### src/rtl/fft_job_arbiter_if.sv
// rtl/fft_job_arbiter_if.sv - bundle of source/sink streams, core handshake and status for fft_job_arbiter
//
// Purpose: carries every non-clock/reset signal of fft_job_arbiter.
//   master modport: environment side (two frame sources/sinks and the FFT core).
//   slave modport : arbiter side.
// Signals:
//   s0/s1_in_vld, s0/s1_in_data  source k input beat  (master -> slave)
//   s0/s1_in_rdy                 beat accepted        (slave -> master)
//   s0/s1_out_vld, out_data      result beat to sink  (slave -> master)
//   s0/s1_out_rdy                sink accepts result  (master -> slave)
//   core_in_vld/rdy/data         core input handshake
//   core_out_vld/rdy/data        core output handshake
//   busy, owner, done, err       job status
interface fft_job_arbiter_if;
  logic        s0_in_vld;
  logic        s1_in_vld;
  logic        s0_in_rdy;
  logic        s1_in_rdy;
  logic [63:0] s0_in_data;
  logic [63:0] s1_in_data;
  logic        s0_out_vld;
  logic        s1_out_vld;
  logic        s0_out_rdy;
  logic        s1_out_rdy;
  logic [63:0] out_data;
  logic        core_in_vld;
  logic        core_in_rdy;
  logic [63:0] core_in_data;
  logic        core_out_vld;
  logic        core_out_rdy;
  logic [63:0] core_out_data;
  logic        busy;
  logic        owner;
  logic        done;
  logic        err;

  modport master (
    output s0_in_vld, s1_in_vld, s0_in_data, s1_in_data,
    output s0_out_rdy, s1_out_rdy,
    output core_in_rdy, core_out_vld, core_out_data,
    input  s0_in_rdy, s1_in_rdy, s0_out_vld, s1_out_vld, out_data,
    input  core_in_vld, core_in_data, core_out_rdy,
    input  busy, owner, done, err
  );

  modport slave (
    input  s0_in_vld, s1_in_vld, s0_in_data, s1_in_data,
    input  s0_out_rdy, s1_out_rdy,
    input  core_in_rdy, core_out_vld, core_out_data,
    output s0_in_rdy, s1_in_rdy, s0_out_vld, s1_out_vld, out_data,
    output core_in_vld, core_in_data, core_out_rdy,
    output busy, owner, done, err
  );
endinterface

### src/rtl/fft_job_arbiter.sv
// rtl/fft_job_arbiter.sv - round-robin arbiter sharing one FFT core between two frame sources
//
// Purpose: grants the core to one source per job, passes its 2^N-beat input
// frame through (LOAD), routes the 2^N-beat result frame back to the same
// source (DRAIN), then releases the core. Ties alternate between sources.
// Ports:
//   clk  single clock, rising edge
//   rst  synchronous active-high reset
//   bus  fft_job_arbiter_if.slave (source/sink streams, core handshake, status)
// Parameter:
//   N    log2 of beats per frame (N >= 1)
module fft_job_arbiter #(
  parameter int N = 4
) (
  input  logic               clk,
  input  logic               rst,
  fft_job_arbiter_if.slave   bus
);

  typedef enum logic [1:0] {
    IDLE  = 2'd0,
    LOAD  = 2'd1,
    DRAIN = 2'd2
  } state_t;

  localparam logic [N-1:0] CNT_LAST = '1;

  state_t       state;
  logic         owner_q;
  logic         last;
  logic [N-1:0] in_cnt;
  logic [N-1:0] out_cnt;
  logic         done_q;
  logic         err_q;

  logic         in_hs;
  logic         out_hs;

  // Handshake path is purely combinational; only the owner is ever connected.
  always_comb begin
    bus.s0_in_rdy    = 1'b0;
    bus.s1_in_rdy    = 1'b0;
    bus.core_in_vld  = 1'b0;
    bus.s0_out_vld   = 1'b0;
    bus.s1_out_vld   = 1'b0;
    bus.core_out_rdy = 1'b0;
    bus.core_in_data = owner_q ? bus.s1_in_data : bus.s0_in_data;
    bus.out_data     = bus.core_out_data;
    case (state)
      LOAD: begin
        if (owner_q) begin
          bus.core_in_vld = bus.s1_in_vld;
          bus.s1_in_rdy   = bus.core_in_rdy;
        end else begin
          bus.core_in_vld = bus.s0_in_vld;
          bus.s0_in_rdy   = bus.core_in_rdy;
        end
      end
      DRAIN: begin
        if (owner_q) begin
          bus.s1_out_vld   = bus.core_out_vld;
          bus.core_out_rdy = bus.s1_out_rdy;
        end else begin
          bus.s0_out_vld   = bus.core_out_vld;
          bus.core_out_rdy = bus.s0_out_rdy;
        end
      end
      default: begin
      end
    endcase
  end

  assign in_hs  = bus.core_in_vld & bus.core_in_rdy;
  assign out_hs = bus.core_out_vld & bus.core_out_rdy;

  assign bus.busy  = (state != IDLE);
  assign bus.owner = owner_q;
  assign bus.done  = done_q;
  assign bus.err   = err_q;

  always_ff @(posedge clk) begin
    if (rst) begin
      state   <= IDLE;
      owner_q <= 1'b0;
      last    <= 1'b1;    // s0 wins the first tie after reset
      in_cnt  <= '0;
      out_cnt <= '0;
      done_q  <= 1'b0;
      err_q   <= 1'b0;
    end else begin
      done_q <= 1'b0;
      // Core output outside DRAIN is never consumed; it only flags the error.
      if (bus.core_out_vld && (state != DRAIN)) begin
        err_q <= 1'b1;
      end
      case (state)
        IDLE: begin
          if (bus.s0_in_vld || bus.s1_in_vld) begin
            owner_q <= (bus.s0_in_vld && bus.s1_in_vld) ? ~last : bus.s1_in_vld;
            state   <= LOAD;
            in_cnt  <= '0;
          end
        end
        LOAD: begin
          if (in_hs) begin
            in_cnt <= in_cnt + 1'b1;
            if (in_cnt == CNT_LAST) begin
              state   <= DRAIN;
              out_cnt <= '0;
            end
          end
        end
        DRAIN: begin
          if (out_hs) begin
            out_cnt <= out_cnt + 1'b1;
            if (out_cnt == CNT_LAST) begin
              state  <= IDLE;
              last   <= owner_q;
              done_q <= 1'b1;
            end
          end
        end
        default: state <= IDLE;
      endcase
    end
  end

endmodule

### src/flat_wrapper.sv
// flat-port wrapper written by rule: the top's interface ports become plain ports
module fft_job_arbiter_flat 
#(
  parameter int N = 4
)
  (clk, rst, bus_s0_in_vld, bus_s1_in_vld, bus_s0_in_data, bus_s1_in_data, bus_s0_out_rdy, bus_s1_out_rdy, bus_core_in_rdy, bus_core_out_vld, bus_core_out_data, bus_s0_in_rdy, bus_s1_in_rdy, bus_s0_out_vld, bus_s1_out_vld, bus_out_data, bus_core_in_vld, bus_core_in_data, bus_core_out_rdy, bus_busy, bus_owner, bus_done, bus_err);
  fft_job_arbiter_if bus_i ();
  input  logic clk;
  input  logic rst;
  input wire logic [$bits(bus_i.s0_in_vld)-1:0] bus_s0_in_vld;
  input wire logic [$bits(bus_i.s1_in_vld)-1:0] bus_s1_in_vld;
  input wire logic [$bits(bus_i.s0_in_data)-1:0] bus_s0_in_data;
  input wire logic [$bits(bus_i.s1_in_data)-1:0] bus_s1_in_data;
  input wire logic [$bits(bus_i.s0_out_rdy)-1:0] bus_s0_out_rdy;
  input wire logic [$bits(bus_i.s1_out_rdy)-1:0] bus_s1_out_rdy;
  input wire logic [$bits(bus_i.core_in_rdy)-1:0] bus_core_in_rdy;
  input wire logic [$bits(bus_i.core_out_vld)-1:0] bus_core_out_vld;
  input wire logic [$bits(bus_i.core_out_data)-1:0] bus_core_out_data;
  output wire logic [$bits(bus_i.s0_in_rdy)-1:0] bus_s0_in_rdy;
  output wire logic [$bits(bus_i.s1_in_rdy)-1:0] bus_s1_in_rdy;
  output wire logic [$bits(bus_i.s0_out_vld)-1:0] bus_s0_out_vld;
  output wire logic [$bits(bus_i.s1_out_vld)-1:0] bus_s1_out_vld;
  output wire logic [$bits(bus_i.out_data)-1:0] bus_out_data;
  output wire logic [$bits(bus_i.core_in_vld)-1:0] bus_core_in_vld;
  output wire logic [$bits(bus_i.core_in_data)-1:0] bus_core_in_data;
  output wire logic [$bits(bus_i.core_out_rdy)-1:0] bus_core_out_rdy;
  output wire logic [$bits(bus_i.busy)-1:0] bus_busy;
  output wire logic [$bits(bus_i.owner)-1:0] bus_owner;
  output wire logic [$bits(bus_i.done)-1:0] bus_done;
  output wire logic [$bits(bus_i.err)-1:0] bus_err;
  assign bus_i.s0_in_vld = bus_s0_in_vld;
  assign bus_i.s1_in_vld = bus_s1_in_vld;
  assign bus_i.s0_in_data = bus_s0_in_data;
  assign bus_i.s1_in_data = bus_s1_in_data;
  assign bus_i.s0_out_rdy = bus_s0_out_rdy;
  assign bus_i.s1_out_rdy = bus_s1_out_rdy;
  assign bus_i.core_in_rdy = bus_core_in_rdy;
  assign bus_i.core_out_vld = bus_core_out_vld;
  assign bus_i.core_out_data = bus_core_out_data;
  assign bus_s0_in_rdy = bus_i.s0_in_rdy;
  assign bus_s1_in_rdy = bus_i.s1_in_rdy;
  assign bus_s0_out_vld = bus_i.s0_out_vld;
  assign bus_s1_out_vld = bus_i.s1_out_vld;
  assign bus_out_data = bus_i.out_data;
  assign bus_core_in_vld = bus_i.core_in_vld;
  assign bus_core_in_data = bus_i.core_in_data;
  assign bus_core_out_rdy = bus_i.core_out_rdy;
  assign bus_busy = bus_i.busy;
  assign bus_owner = bus_i.owner;
  assign bus_done = bus_i.done;
  assign bus_err = bus_i.err;
  fft_job_arbiter #(.N(N)) u_core (.clk(clk), .rst(rst), .bus(bus_i));
endmodule
### config.mk
export PLATFORM = sky130hd
export DESIGN_NAME = fft_job_arbiter_flat
export DESIGN_NICKNAME = d
export VERILOG_FILES = /design/src/rtl/fft_job_arbiter_if.sv /design/src/rtl/fft_job_arbiter.sv /design/src/flat_wrapper.sv
export SDC_FILE = /design/constraint.sdc
export NUM_CORES = 1
export LEC_CHECK = 0
export ABC_AREA = 1
export ABC_CLOCK_PERIOD_IN_PS = 1180
export CAP_MARGIN = 20
export CORE_AREA = 2 2 133 135
export DETAILED_ROUTE_END_ITERATION = 10
export DIE_AREA = 0 0 135 137
export PLACE_DENSITY_LB_ADDON = 0.1
export SLEW_MARGIN = 25
export SYNTH_ARGS = -nofsm -noshare
export SYNTH_HDL_FRONTEND = slang
export SYNTH_SLANG_ARGS = --single-unit
### constraint.sdc
create_clock -name clk -period 1.18 [get_ports clk]
set_clock_uncertainty 0.1 [all_clocks]
set_input_delay 0.177 -clock clk [delete_from_list [all_inputs] [get_ports clk]]
set_output_delay 0.177 -clock clk [all_outputs]
set_load 0.005 [all_outputs]
## After elaboration in Yosys (flattened, before gate mapping)

Index checks and enable logic that the tools add are counted.

| operators by class | value |
|---|---|
| equal/unequal tests | 10 |
| multiplexer cells | 28 |
| reductions and logical operators | 13 |
| add/sub/neg operators | 2 |
| bitwise logic cells | 5 |

Operators by type and width:

| kind | count |
|---|---|
| 64-bit 2-to-1 mux | 1 |
| 4-bit 2-to-1 mux | 5 |
| 4-bit one-hot mux with 2 select lines | 2 |
| 1-bit 2-to-1 mux | 14 |
| 2-bit 2-to-1 mux | 5 |
| 2-bit by 1-bit != test with 1-bit output (second input constant) | 5 |
| 4-bit by 1-bit adder with 4-bit output (second input constant) | 2 |
| 4-bit equality test (second input constant) | 2 |
| 2-bit one-hot mux with 3 select lines | 1 |
| 3-bit AND reduction | 2 |
| 2-bit nonzero test | 3 |
| 5-bit AND reduction | 1 |
| 4-bit AND reduction | 1 |
| 1-bit NOT | 3 |
| 3-bit OR reduction | 1 |
| 1-bit bitwise AND | 2 |
| 2-bit by 1-bit equality test with 1-bit output (second input constant) | 1 |
| 2-bit equality test (second input constant) | 1 |
| 1-bit logical AND | 2 |
| 2-bit logical NOT | 1 |
| 2-bit != test (second input constant) | 1 |
| 2-bit AND reduction | 1 |
| 1-bit logical OR | 1 |

| word-level totals | value |
|---|---|
| bits of input ports | 200 |
| register bits | 14 |

## Logic depth before layout (Yosys ltp)

| depth | value |
|---|---|
| word-level depth | 5 |
| depth in mapped cells | 10 |
| depth with buffers taken out | 9 |

## Worst setup path before layout

Ideal clock, no wire load.

| timing path | value |
|---|---|
| kind | reg2out |
| start point | register u_core.owner_q (netlist: u_core.bus.owner) |
| end point | output port bus_core_in_data[10] |
| slack | -0.152 ns |
| path buffers | 3 |
| stages on the path, launching flop included | 6 |
| arrival time | 1.055 ns |
| cell sequence | dfxtp_1 buf_4 buf_2 buf_1 nand2_1 nand2_1 |

| between the ends | value |
|---|---|
| longest elaborated chain between the ends | 1 |

RTL lines:

| item | line | source |
|---|---|---|
| from (decl) | fft_job_arbiter.sv:29 | `logic owner_q;` |
| from (signal assigned) | fft_job_arbiter.sv:99 | `owner_q <= (bus.s0_in_vld && bus.s1_in_vld) ? ~last : bus.s1_in_vld;` |
| 64-bit 2-to-1 mux | fft_job_arbiter.sv:47 | `bus.core_in_data = owner_q ? bus.s1_in_data : bus.s0_in_data;` |
| to (decl) | flat_wrapper.sv:25 | `output wire logic [$bits(bus_i.core_in_data)-1:0] bus_core_in_data;` |

Every way passes these cells.

## Worst setup path after layout

| timing path | value |
|---|---|
| start point | register u_core.owner_q (netlist: u_core.bus.owner) |
| end point | output port bus_core_in_data[46] |

The elaborated chain is that of the path after synthesis.

==> reports/qor.csv <==
stage,metric,value,unit
sta,min_period_over_period,146.4,%
finish,mostFrequentLayoutCells,"143 x nand2_1, 134 x clkdlybuf4s50_1, 64 x nand2_2",
cts,tritoncts,built,
finish,final_cell_area,5311,sq um
synthesis,synth_top_area_share,39.93,%
placed_design,dpl.cell_count,796,
power_and_ir_drop,total_power,6029,uW
setup_path,r2r_setup_slack,-0.47,ns
cts,cts_hold_buf,0,
finish,fin_cells,852,
routing,wire_per_inst,14.72,um
worst_hold_path,holdPathEnd,bus_out_data[12],
global_routing,grt_antenna_before_repair,0,
setup_path,reg2regPathDepth,10,
cts,cts_buffers,3,
routing,dr.pass1.iters,4,
sta,holdWs,0.2540,ns
routing,drc_errors,0,
floorplan,dieHeight,137,um
finish,n_antenna_cell,0,
synthesis,synthTopCellsByArea,"nand2_1 40%, buf_4 23%, dfxtp_1 13%",
routing,via_count,3168,
setup_path,cp-start-kind,flop,
finish,fin_nets,830,
sta,worst_pin_slew,0.3807,ns
synthesis,yosys_warnings,0,
placed_design,place_area,4323,sq um
setup_path,reg2reg_from,u_core.bus.owner$_SDFFE_PP0P_,
sta,timing.final.crit_period,1.727,ns
power_and_ir_drop,power_density,1135,nW/um^2
cts,cts_buffer_depth,2,
floorplan,core-area,17060,sq um
setup_path,path_max_fanout,6,
global_routing,overflow,0,
worst_hold_path,hold_depth,0,
floorplan,die_w,135,um
sta,fin_ws,-0.5471,ns
finish,n_fill_cell,1891,
floorplan,num_rows,48,
sta,hold_violations,0,
floorplan,ios,338,
power_and_ir_drop,p_leak,0.002540,uW
sta,setup_violations,85,
floorplan,start_util,12.24,%
synthesis,ys_ff_latch,14,
finish,layout_commonest_cell,nand2_1,
sta,maxSlewViolCount,0,
global_routing,grt_usage,12.38,%
global_routing,grt_pass1_wl,17690,um
synthesis,synth_nets,601,
routing,routed_via_density,3.718,
job,maxCapViolations,0,
cts,clkTransAtPathRegs,0.05,ns
synthesis,syn_area_per_cell,5.231,sq um
placed_design,dp_slack,-0.6535,ns
setup_path,criticalPathCategory,reg2out,
routing,ant_nets,0,
placed_design,placement.io_buffers,209,
placed_design,gp_congestion,0.9068,
power_and_ir_drop,max-vdd-ir-drop,0.5408,mV
synthesis,synth_top_cell_by_area,nand2_1,
cts,h-tree-depth,1,
finish,layout-drive-gt1-share,46.57,%
setup_path,r2r_end,u_core.state[0]$_SDFFE_PP0P_,
finish,area_growth_syn_to_layout,154.5,%
placed_design,hpwl,9444,um
sta,slew_headroom,74.62,%
synthesis,syn_area,2087,sq um
global_routing,grt_pass1_vias,3277,
cts,cts_sinks,14,
worst_hold_path,min_path_type,in2out,
synthesis,netlist_instances,399,
routing,wirelength,12540,um
setup_path,end_kind,primary output,
setup_path,arrival,1.45,ns
cts,clock-root-buffer,clkbuf_16,
sta,rsz0062_at_grt,true,
synthesis,yosysSeqAreaShare,13.43,%
setup_path,cp.required,0.90,ns
sta,max_freq,579.0,MHz
floorplan,die-area,18500,sq um
run_status,violations,setup timing,
routing,dr.first_iter.drc_count,60,
run_status,status,"complete, but fails checks",
global_routing,grt_max_degree,25,
worst_hold_path,hp-start,bus_core_out_data[12],
cts,clock_latency,0.25,ns
synthesis,synth_cell_types,22,
-- routing by layer --
layer  track usage (%)  up-vias  wire (um)
met4             3.414        0        287
met3             3.148       43       1021
met1             12.72     1408       4437
met2             24.59      123       6797
li1                  -     1594          -
met5                 0        -          0
-- layout make-up --
class	instances	area, sq um	area share [%]
Clock buffer	4	88.84	1.673
Tap cell	225	281.5	5.300
Multi-Input combinational cell	282	1647	31.00
Sequential cell	14	289.0	5.442
Inverter	24	105.1	1.979
Timing Repair Buffer	303	2900	54.61
-- through the flow --
stage	utilization, %	setup TNS [ns]
floorplan	-	-1.232
global placement	25.34	-39.23
detailed placement	25.34	-39.02
CTS	28.40	-35.56
global route	31.14	-38.12
finish	31.14	-33.21
-- worst max-delay path: stages (launching register included) --
cell     delay, ns
dfxtp_4       0.40
buf_12        0.15
buf_16        0.12
buf_8         0.12
buf_6         0.11
buf_6         0.10
nand2_2       0.04
nand2_1       0.04
buf_2         0.12
-- timing repair --
action | CTS | global route
gates resized for setup | 288 | 183
buffers inserted | 36 | 14
cloned | 3 | 4
endpoints found under the hold margin | 0 | 0
pin swaps | 23 | 33
setup endpoints to repair | 87 | 86
-- cell usage after synthesis --
library cell,instances
a21oi_1,9
nand2_1,222
o21ai_2,1
nand3_2,2
inv_1,23
nand3_1,7
ha_1,2
buf_1,3
nand2_2,4
inv_2,1
nand4_1,3
nor3_1,4
or2_1,1
xor2_1,1
nor2_2,2
dfxtp_1,14
o21bai_4,1
o21ai_0,5
clkbuf_1,6
buf_4,65
buf_2,5
nor2_1,18
-- power breakdown --
part           internal (uW)  switching [uW]  leakage, uW
Sequential               566            90.8     0.000116
Clock                    515             214    0.0000442
Combinational           2530            2110      0.00238
-- cell families after synthesis --
group | Yosys count | synth area share (%)
fa+ha+maj | 2 | 1.199
simple gates | 263 | 49.76
compound gates | 16 | 4.676
flops | 14 | 13.43
buf+inv | 103 | 30.52
xor+xnor | 1 | 0.4197
-- worst max-delay path by stage --
stage                                        startpoint                  endpoint  slack [ns]
after floorplan           u_core.bus.owner$_SDFFE_PP0P_  u_core.last$_SDFFE_PP1P_       -0.07
after CTS                 u_core.bus.owner$_SDFFE_PP0P_      bus_core_in_data[16]       -0.68
after detailed placement               bus_core_out_vld            bus_s1_out_vld       -0.65
final                     u_core.bus.owner$_SDFFE_PP0P_      bus_core_in_data[46]       -0.55
after global placement                 bus_core_out_vld            bus_s1_out_vld       -0.62
after global routing      u_core.bus.owner$_SDFFE_PP0P_           bus_core_in_vld       -0.59
-- sequential cells by signal (all words and copies together), names as in the netlist --
signal and count:
u_core.out_cnt 4, u_core.bus.done 1, u_core.in_cnt 4, u_core.state 2, u_core.bus.owner 1, u_core.last 1, u_core.bus.err 1
No activity file was read; power rests on OpenSTA's default activity.
